==> src/rtl/vga_timing_core_if.sv <==
// Frame-buffer read port: pixel request/address out, pixel data back.
interface vga_timing_core_if #(
  parameter int unsigned CNT_W = 12
);
  logic             req;
  logic [CNT_W-1:0] addr_x;
  logic [CNT_W-1:0] addr_y;
  logic [23:0]      rgb_data;

  modport master (output req, output addr_x, output addr_y, input rgb_data);
  modport slave  (input req, input addr_x, input addr_y, output rgb_data);
endinterface

==> src/rtl/vga_timing_core.sv <==
// Parametrised VGA/HDMI timing generator with pixel-read latency compensation.
module vga_timing_core #(
  parameter int unsigned H_ACT   = 1280,
  parameter int unsigned H_FRONT = 110,
  parameter int unsigned H_SYNC  = 40,
  parameter int unsigned H_BACK  = 220,
  parameter int unsigned V_ACT   = 720,
  parameter int unsigned V_FRONT = 5,
  parameter int unsigned V_SYNC  = 5,
  parameter int unsigned V_BACK  = 20,
  parameter int unsigned HS_POL  = 1,
  parameter int unsigned VS_POL  = 1,
  parameter int unsigned RD_LAT  = 1,
  parameter int unsigned PIX_FMT = 0,
  parameter int unsigned CNT_W   = 12
) (
  input  logic                clk,
  input  logic                rst_n,
  input  logic                en,
  vga_timing_core_if.master   fb,
  output logic                h_sync,
  output logic                v_sync,
  output logic                de,
  output logic                frame_start,
  output logic                line_start,
  output logic [7:0]          rgb_r,
  output logic [7:0]          rgb_g,
  output logic [7:0]          rgb_b
);

  localparam int unsigned H_TOTAL  = H_SYNC + H_BACK + H_ACT + H_FRONT;
  localparam int unsigned V_TOTAL  = V_SYNC + V_BACK + V_ACT + V_FRONT;
  localparam int unsigned H_ACT_LO = H_SYNC + H_BACK;
  localparam int unsigned H_ACT_HI = H_ACT_LO + H_ACT;
  localparam int unsigned V_ACT_LO = V_SYNC + V_BACK;
  localparam int unsigned V_ACT_HI = V_ACT_LO + V_ACT;
  // Stage 0 is aligned with req; the last stage drives the display outputs.
  localparam int unsigned DEPTH    = RD_LAT + 2;

  // Marker bit positions within a pipeline stage.
  localparam int unsigned M_HS = 0;
  localparam int unsigned M_VS = 1;
  localparam int unsigned M_DE = 2;
  localparam int unsigned M_FS = 3;
  localparam int unsigned M_LS = 4;
  localparam int unsigned M_W  = 5;

  localparam logic HS_ON  = 1'(HS_POL);
  localparam logic HS_OFF = ~HS_ON;
  localparam logic VS_ON  = 1'(VS_POL);
  localparam logic VS_OFF = ~VS_ON;
  localparam logic [M_W-1:0] MK_IDLE = {3'b000, VS_OFF, HS_OFF};

  logic [CNT_W-1:0] h_cnt_q, h_cnt_d;
  logic [CNT_W-1:0] v_cnt_q, v_cnt_d;
  logic             run_q, run_d;
  logic             req_q, req_d;
  logic [CNT_W-1:0] addr_x_q, addr_x_d;
  logic [CNT_W-1:0] addr_y_q, addr_y_d;
  logic [M_W-1:0]   pipe_q [DEPTH];
  logic [M_W-1:0]   pipe_d [DEPTH];
  logic [23:0]      rgb_q, rgb_d;
  logic [23:0]      pix_c;
  logic             live_c, h_act_c, v_act_c, act_c;
  logic             unused_rgb_hi;

  // Raster counters: held at zero while disabled, first counted clock is (0,0).
  always_comb begin
    h_cnt_d = h_cnt_q;
    v_cnt_d = v_cnt_q;
    run_d   = en;
    if (!en) begin
      h_cnt_d = '0;
      v_cnt_d = '0;
    end else if (run_q) begin
      if (h_cnt_q == CNT_W'(H_TOTAL - 1)) begin
        h_cnt_d = '0;
        v_cnt_d = (v_cnt_q == CNT_W'(V_TOTAL - 1)) ? '0 : v_cnt_q + CNT_W'(1);
      end else begin
        h_cnt_d = h_cnt_q + CNT_W'(1);
      end
    end
  end

  // Request stage and marker delay line; en gates req on the very next clock.
  always_comb begin
    live_c   = en & run_q;
    h_act_c  = (h_cnt_q >= CNT_W'(H_ACT_LO)) && (h_cnt_q < CNT_W'(H_ACT_HI));
    v_act_c  = (v_cnt_q >= CNT_W'(V_ACT_LO)) && (v_cnt_q < CNT_W'(V_ACT_HI));
    act_c    = live_c & h_act_c & v_act_c;
    req_d    = act_c;
    addr_x_d = act_c ? h_cnt_q - CNT_W'(H_ACT_LO) : '0;
    addr_y_d = act_c ? v_cnt_q - CNT_W'(V_ACT_LO) : '0;
    pipe_d[0] = MK_IDLE;
    if (live_c) begin
      pipe_d[0][M_HS] = (h_cnt_q < CNT_W'(H_SYNC)) ? HS_ON : HS_OFF;
      pipe_d[0][M_VS] = (v_cnt_q < CNT_W'(V_SYNC)) ? VS_ON : VS_OFF;
      pipe_d[0][M_FS] = (h_cnt_q == '0) && (v_cnt_q == '0);
      pipe_d[0][M_LS] = (h_cnt_q == '0);
    end
    pipe_d[0][M_DE] = act_c;
    for (int i = 1; i < int'(DEPTH); i++) begin
      pipe_d[i] = pipe_q[i-1];
    end
  end

  // Pixel format expansion; captured only when the returning pixel is valid.
  always_comb begin
    if (PIX_FMT == 1) begin
      pix_c = fb.rgb_data;
    end else begin
      pix_c = {fb.rgb_data[15:11], fb.rgb_data[15:13],
               fb.rgb_data[10:5],  fb.rgb_data[10:9],
               fb.rgb_data[4:0],   fb.rgb_data[4:2]};
    end
    rgb_d = pipe_q[RD_LAT][M_DE] ? pix_c : '0;
  end

  assign unused_rgb_hi = ^fb.rgb_data[23:16];

  // State registers.
  always_ff @(posedge clk or negedge rst_n) begin
    if (!rst_n) begin
      h_cnt_q  <= '0;
      v_cnt_q  <= '0;
      run_q    <= 1'b0;
      req_q    <= 1'b0;
      addr_x_q <= '0;
      addr_y_q <= '0;
      rgb_q    <= '0;
      for (int i = 0; i < int'(DEPTH); i++) begin
        pipe_q[i] <= MK_IDLE;
      end
    end else begin
      h_cnt_q  <= h_cnt_d;
      v_cnt_q  <= v_cnt_d;
      run_q    <= run_d;
      req_q    <= req_d;
      addr_x_q <= addr_x_d;
      addr_y_q <= addr_y_d;
      rgb_q    <= rgb_d;
      for (int i = 0; i < int'(DEPTH); i++) begin
        pipe_q[i] <= pipe_d[i];
      end
    end
  end

  assign fb.req      = req_q;
  assign fb.addr_x   = addr_x_q;
  assign fb.addr_y   = addr_y_q;
  assign h_sync      = pipe_q[DEPTH-1][M_HS];
  assign v_sync      = pipe_q[DEPTH-1][M_VS];
  assign de          = pipe_q[DEPTH-1][M_DE];
  assign frame_start = pipe_q[DEPTH-1][M_FS];
  assign line_start  = pipe_q[DEPTH-1][M_LS];
  assign rgb_r       = rgb_q[23:16];
  assign rgb_g       = rgb_q[15:8];
  assign rgb_b       = rgb_q[7:0];

endmodule

==> src/flat_wrapper.sv <==
// flat-port wrapper written by rule: the top's interface ports become plain ports
module vga_timing_core_flat 
#(
  parameter int unsigned H_ACT   = 1280,
  parameter int unsigned H_FRONT = 110,
  parameter int unsigned H_SYNC  = 40,
  parameter int unsigned H_BACK  = 220,
  parameter int unsigned V_ACT   = 720,
  parameter int unsigned V_FRONT = 5,
  parameter int unsigned V_SYNC  = 5,
  parameter int unsigned V_BACK  = 20,
  parameter int unsigned HS_POL  = 1,
  parameter int unsigned VS_POL  = 1,
  parameter int unsigned RD_LAT  = 1,
  parameter int unsigned PIX_FMT = 0,
  parameter int unsigned CNT_W   = 12
)
  (clk, rst_n, en, h_sync, v_sync, de, frame_start, line_start, rgb_r, rgb_g, rgb_b, fb_req, fb_addr_x, fb_addr_y, fb_rgb_data);
  vga_timing_core_if #(.CNT_W(CNT_W)) fb_i ();
  input  logic clk;
  input  logic rst_n;
  input  logic en;
  output logic h_sync;
  output logic v_sync;
  output logic de;
  output logic frame_start;
  output logic line_start;
  output logic [7:0] rgb_r;
  output logic [7:0] rgb_g;
  output logic [7:0] rgb_b;
  output wire logic [$bits(fb_i.req)-1:0] fb_req;
  output wire logic [$bits(fb_i.addr_x)-1:0] fb_addr_x;
  output wire logic [$bits(fb_i.addr_y)-1:0] fb_addr_y;
  input wire logic [$bits(fb_i.rgb_data)-1:0] fb_rgb_data;
  assign fb_req = fb_i.req;
  assign fb_addr_x = fb_i.addr_x;
  assign fb_addr_y = fb_i.addr_y;
  assign fb_i.rgb_data = fb_rgb_data;
  vga_timing_core #(.H_ACT(H_ACT), .H_FRONT(H_FRONT), .H_SYNC(H_SYNC), .H_BACK(H_BACK), .V_ACT(V_ACT), .V_FRONT(V_FRONT), .V_SYNC(V_SYNC), .V_BACK(V_BACK), .HS_POL(HS_POL), .VS_POL(VS_POL), .RD_LAT(RD_LAT), .PIX_FMT(PIX_FMT), .CNT_W(CNT_W)) u_core (.clk(clk), .rst_n(rst_n), .en(en), .fb(fb_i), .h_sync(h_sync), .v_sync(v_sync), .de(de), .frame_start(frame_start), .line_start(line_start), .rgb_r(rgb_r), .rgb_g(rgb_g), .rgb_b(rgb_b));
endmodule
==> config.mk <==
export PLATFORM = sky130hd
export DESIGN_NAME = vga_timing_core_flat
export DESIGN_NICKNAME = d
export VERILOG_FILES = /design/src/rtl/vga_timing_core_if.sv /design/src/rtl/vga_timing_core.sv /design/src/flat_wrapper.sv
export SDC_FILE = /design/constraint.sdc
export NUM_CORES = 1
export LEC_CHECK = 0
export ABC_AREA = 1
export CORE_MARGIN = 2
export CORE_UTILIZATION = 55
export CTS_CLUSTER_DIAMETER = 40
export DETAILED_ROUTE_END_ITERATION = 6
export PLACE_DENSITY_LB_ADDON = 0.3
export SYNTH_ARGS = -nofsm -noshare
export SYNTH_HDL_FRONTEND = slang
export SYNTH_SLANG_ARGS = --single-unit
==> constraint.sdc <==
create_clock -name clk -period 4.5 [get_ports clk]
set_clock_uncertainty 0.05 [all_clocks]
set_input_delay 0.675 -clock clk [delete_from_list [all_inputs] [get_ports clk]]
set_output_delay 0.675 -clock clk [all_outputs]
set_load 0.1 [all_outputs]
==> run metrics, run 1 <==
outcome=finished clean; pin count of the biggest net entering global routing=81; Worst-Margin Slew=0.997 ns; Seq/Total Area, Yosys=52.6%; most frequent cells in the layout=nand2_1 (104), dfrtp_1 (80), clkdlybuf4s50_1 (71), inv_1 (56), nor2_1 (47); Crit Path Max Fanout=25; P_leak=2.47 nW; Mapped Cells=444; number of global-route vias before repair=2,818; reg2reg path depth=9; register area=2000 um2; hold buffers post-CTS=0; H-Tree Depth=3; IO Count=81; clk_lat worst skew=0.35 ns; total track usage=22.0%; n_diodes=0; Hold WC Path Type=flip-flop to flip-flop; Period Utilization, post-route=57.6%; initial antenna violation count=0; Post-Syn Nets=482; FF+latch count, synth=80; cell row count=30; warnings from Yosys=0; Max-slew headroom=33.3%; Die Y=87.2 um; clock sinks=80; unrepaired setup endpoints after global routing=no; CTS Buffer Depth=2; TNS Setup=0 ns; Critical Path AT=2.80 ns; DRT Pass-1 Iters=5; DRC violations left=0; Clock Pin Slew Worst Setup and Hold Paths=0.08 ns; DRT iter0 DRCs=191; Synth cell types=29; Critical Path Start=en; pre-CTS WS=1.54 ns; max-slew violation count=0; worst setup slack after layout=1.91 ns; WL per Instance=13.3 um; gr ovfl total=0; most common library cell in the layout ignoring fill and taps=nand2_1; I/O Buffers=72; Initial Util=56.3%; clock root cell=clkbuf_8; reg2reg start=u_core.h_cnt_q[2]; required time of the worst setup path=4.71 ns; worst setup path endpoint=u_core.fb.addr_y[11]; layout cells sized above 1=8.81%; VDD IR-drop max=0.000169 V; final hold violations=0; DR vias=3,036; Routed WL=7860 um; Multi-input gate area=1450 um2; Nets=544; CP Class=primary input to flip-flop; die area=7600 um2; P per Cell Area=277 nW/um2; core area=6760 um2; Antenna Nets Post-Route=0; critical path capture point type=flip-flop; r2r setup slk=2.17 ns; vias per cell=5.14; min cycle time layout=2.59 ns; total CTS buffers=9; Reg2Reg Capture Point=u_core.v_cnt_q[9]; synthesized area=3810 um2; Area Overhead vs Synth=22.7%; Final HPWL DP=5680 um; final-report setup violation count=0; Filler Cells Inserted=525; # Post-CTS Setup Buffers=0; FMAX=0.386 GHz; die width=87.2 um; Placer Congestion=0.921; Max-Cap Viols=0; first-pass GRT wire length=13,000 um; CTS tree=built; post-CTS resize count=0; syn_area_per_cell=8.57 um2; CP startpoint kind=primary input
-- registers in the layout, summed over array words and instances (netlist names) --
signal / cells
u_core.pipe_d: 10
u_core.line_start: 1
u_core.v_sync: 1
u_core.frame_start: 1
u_core.h_cnt_q: 12
u_core.fb.addr_y: 12
u_core.fb.addr_x: 12
u_core.de: 1
u_core.rgb_q: 16
u_core.v_cnt_q: 12
u_core.run_q: 1
u_core.h_sync: 1
-- cell usage after synthesis --
master | instances | area [um2]
nand2_1 | 104 | 390
dfrtp_1 | 80 | 2000
inv_1 | 56 | 210
nor2_1 | 47 | 176
nand3_1 | 41 | 205
nor2_2 | 23 | 144
xor2_1 | 18 | 158
o21ai_0 | 13 | 65.1
ha_1 | 11 | 138
buf_4 | 8 | 60.1
buf_2 | 7 | 35.0
nand4_1 | 7 | 43.8
a21oi_1 | 5 | 25.0
clkbuf_1 | 3 | 11.3
o21ai_1 | 3 | 15.0
a31oi_1 | 2 | 12.5
buf_6 | 2 | 22.5
inv_2 | 2 | 7.51
nor3_1 | 2 | 10.0
and2_1 | 1 | 6.26
clkbuf_2 | 1 | 5.00
clkinv_1 | 1 | 3.75
nand2_2 | 1 | 6.26
nand3_2 | 1 | 10.0
nor2_4 | 1 | 11.3
nor3_2 | 1 | 10.0
nor4_1 | 1 | 6.26
o21bai_1 | 1 | 7.51
xnor2_1 | 1 | 8.76
-- cells by family (layout without fill, tap and decap cells) --
logic type / after synthesis / count (layout) / synth area share [%]
simple gates: 230 / 230 / 26.8
flops: 80 / 80 / 52.6
xor+xnor: 19 / 19 / 4.37
fa+ha+maj: 11 / 11 / 3.62
buf+inv: 80 / 147 / 9.34
compound gates: 24 / 24 / 3.29
-- critical path, cell delays in order --
cell and delay, ns:
clkdlybuf4s50_1 0.85, nand2_1 0.22, clkinv_1 0.11, nand2_1 0.05
nor2_1 0.08, nand3_1 0.08, nor2_1 0.13, nand2_2 0.38
nor2_1 0.23
-- stage by stage --
| stage | area (um2) | utilization [%] | std cells | total power [mW] | hold slack, ns |
|---|---|---|---|---|---|
| after floorplan | 3810 | - | 444 | 0.779 | 0.281 |
| after global placement | 4490 | 66.5 | 575 | 0.819 | 0.282 |
| after detailed placement | 4490 | 66.5 | 575 | 0.820 | 0.286 |
| after CTS | 4670 | 69.1 | 591 | 1.30 | 0.304 |
| after global routing | 4670 | 69.1 | 591 | 1.34 | 0.311 |
| final | 4670 | 69.1 | 591 | 1.30 | 0.303 |
-- report_power, final --
part / total (mW) / switching (mW) / internal [mW]
registers: 0.730 / 0.00329 / 0.726
logic: 0.0748 / 0.0512 / 0.0236
clock network: 0.490 / 0.271 / 0.220
total: 1.30 / 0.325 / 0.970
-- layout make-up --
cell class | instances | area share [%]
Multi-Input combinational cell | 284 | 31.0
Tap cell | 80 | 2.14
Sequential cell | 80 | 42.8
Clock buffer | 11 | 3.03
Clock inverter | 5 | 0.857
Timing Repair Buffer | 72 | 15.4
Inverter | 59 | 4.74
-- routing by layer --
metal  track usage (%)  part of all wire (%)  up-vias
met5                 0                     0        -
met2              35.3                    47      126
met3              4.45                   7.7       14
li1                  -                     -     1485
met4              8.11                   1.6        0
met1              29.9                    44     1411
-- worst min-delay path by stage --
stage                     startpoint            endpoint  slack (ns)  depth (start not counted)
CTS                 u_core.pipe_d[8]    u_core.pipe_d[3]        0.30                          0
finish              u_core.pipe_d[6]    u_core.pipe_d[1]        0.30                          0
floorplan           u_core.pipe_d[3]  u_core.frame_start        0.28                          0
detailed placement  u_core.pipe_d[8]    u_core.pipe_d[3]        0.29                          0
global route        u_core.pipe_d[8]    u_core.pipe_d[3]        0.31                          0
global placement    u_core.pipe_d[3]  u_core.frame_start        0.28                          0
Power figures use the tool's default switching activity.
==> inputs of run 2 (changes only) <==
Settings changed: CORE_UTILIZATION 55 to 51.
Clock period 4.5 ns to 2.7 ns, I/O delays scaled along.
==> run 2 against run 1 <==
Clock power is 78% higher. Design area is 1.8% lower. Power up 71%. Die area up 7.5%. Setup slack lost 1.3 ns. Hold slack worse by 0.17 ns. Via count shrank 0.46%. Final cell count up 3.6%. Clock-buffer cell count fell by 1. Routed wire length down 3.5%. Register-to-register slack got worse by 1.6 ns. Critical endpoint is now u_core.fb.addr_y[0].
==> run metrics, run 2 (same netlist as run 1, synthesis figures left out) <==
Placer Congestion=0.895 (-2.8%); TNS Setup=0 ns (unchanged); required time of the worst setup path=2.86 ns (-1.85 ns); VDD IR-drop max=0.000206 V (+21%); Initial Util=52.5% (-3.9 points); min cycle time layout=2.12 ns; total track usage=19.8% (-2.3 points); register area=2000 um2 (unchanged); clock root cell=clkbuf_8; final hold violations=0 (unchanged); DRT iter0 DRCs=118 (-38%); layout cells sized above 1=19.7% (+11 points); clock sinks=80 (unchanged); CTS tree=built; Filler Cells Inserted=617 (+18%); Critical Path AT=2.28 ns (-0.52 ns); IO Count=81 (unchanged); Nets=546 (+0.37%); DR vias=3,022 (-0.46%); CP Class=flip-flop to flip-flop; met1 Resource Use GR=26.3% (-3.6 points); number of global-route vias before repair=2,837 (+0.67%); FMAX=0.471 GHz; total CTS buffers=9 (unchanged); core area=7250 um2 (+7.4%); clk_lat worst skew=0.35 ns (about the same); DRC violations left=0 (unchanged); max FFs per register=16 (unchanged); Max-Cap Viols=0 (unchanged); met3 Use GR=5.09% (+0.64 points); # Post-CTS Setup Buffers=0 (unchanged); Worst-Margin Slew=0.940 ns (-0.0564 ns); gr ovfl total=0 (unchanged); vias per cell=4.94 (-3.9%); CP startpoint kind=flip-flop; worst hold margin=0.132 ns (-0.172 ns); WL per Instance=12.4 um (-6.8%); final-report setup violation count=0 (unchanged); die width=90.4 um (+3.7%); Hold WC Path Type=primary input to asynchronous set/reset pin; GR Util met2=31.5% (-3.8 points); cell row count=31 (+3.3%); Area Overhead vs Synth=20.6%; Clock Pin Slew Worst Setup and Hold Paths=0.09 ns (about the same); Antenna Nets Post-Route=0 (unchanged); dpl cell area=4390 um2 (-2.1%); pre-CTS WS=0.499 ns (-1.04 ns); first-pass GRT wire length=13,000 um (+0.64%); CTS Buffer Depth=2 (unchanged); Routed WL=7590 um (-3.5%); most frequent cells in the layout=nand2_1 (104), dfrtp_1 (80), buf_4 (57), inv_1 (56), nor2_1 (47); critical path capture point type=flip-flop; most common library cell in the layout ignoring fill and taps=nand2_1; die area=8170 um2 (+7.5%); n_diodes=0 (unchanged); post-CTS resize count=0 (unchanged); Max-slew headroom=37.3% (+4.0 points); Crit Path Max Fanout=25 (unchanged); Period Utilization, post-route=78.6%; unrepaired setup endpoints after global routing=no; hold buffers post-CTS=0 (unchanged); I/O Buffers=72 (unchanged); worst setup slack after layout=0.578 ns (-1.33 ns); Multi-input gate area=1450 um2 (unchanged); Final HPWL DP=5480 um (-3.5%); P_leak=2.59 nW (+4.8%); Top reg by flops=u_core.rgb_q; GR peak layer=met2; max-slew violation count=0 (unchanged); design area=4590 um2 (-1.8%); P per Cell Area=482 nW/um2 (+74%); initial antenna violation count=0 (unchanged); Die Y=90.4 um (+3.7%); DRT Pass-1 Iters=5 (unchanged); pin count of the biggest net entering global routing=81 (unchanged); outcome=finished clean; H-Tree Depth=3 (unchanged)
==> run 2: area by class of cell <==
class / instances / share of cell area [%]
inverters: 59 / 4.83
well taps: 99 / 2.70
multi-input cells: 284 / 31.6
clock buffers: 10 / 2.78
clock inverters: 6 / 1.47
repair buffers: 74 / 13.0
flip-flops and latches: 80 / 43.6
==> run 2: worst paths after layout <==
check                                            to              start  slack [ns]  cells after the start
max in group asynchronous             u_core.v_sync              rst_n        1.85                      1
worst min-delay path                u_core.rgb_q[4]              rst_n        0.13                      1
worst max register to register  u_core.fb.addr_y[0]  u_core.h_cnt_q[2]        0.58                      7
worst min register to register   u_core.frame_start   u_core.pipe_d[3]        0.30                      0
worst max-delay path            u_core.fb.addr_y[0]  u_core.h_cnt_q[2]        0.58                      7
min in group clk                 u_core.frame_start   u_core.pipe_d[3]        0.30                      0
==> run 2: worst max-delay path, cell delays in order (launching register included) <==
cell     delay (ns)
dfrtp_1        0.47
inv_1          0.19
ha_1           0.27
nand3_1        0.16
a21oi_1        0.17
nor2_1         0.07
nand2_2        0.49
nor2_1         0.10
==> run 2: power breakdown <==
group          internal [mW]  switching [mW]
sequential              1.21         0.00613
combinational         0.0399          0.0849
clock                  0.431           0.441
total                   1.68           0.532
==> run 2: per-layer routing <==
layer	share of wire [%]	vias to the layer above
met5	0	-
met4	2.0	0
met3	6.6	15
met2	46	113
met1	45	1412
li1	-	1482
==> run 2: metrics by stage <==
| step | std cells | util (%) | power, mW |
|---|---|---|---|
| 2_1_floorplan | 444 | - | 1.30 |
| 3_3_place_gp | 596 | 60.6 | 1.37 |
| 3_5_place_dp | 596 | 60.6 | 1.37 |
| 4_1_cts | 612 | 63.3 | 2.23 |
| 5_1_grt | 612 | 63.3 | 2.31 |
| 6_report | 612 | 63.3 | 2.21 |
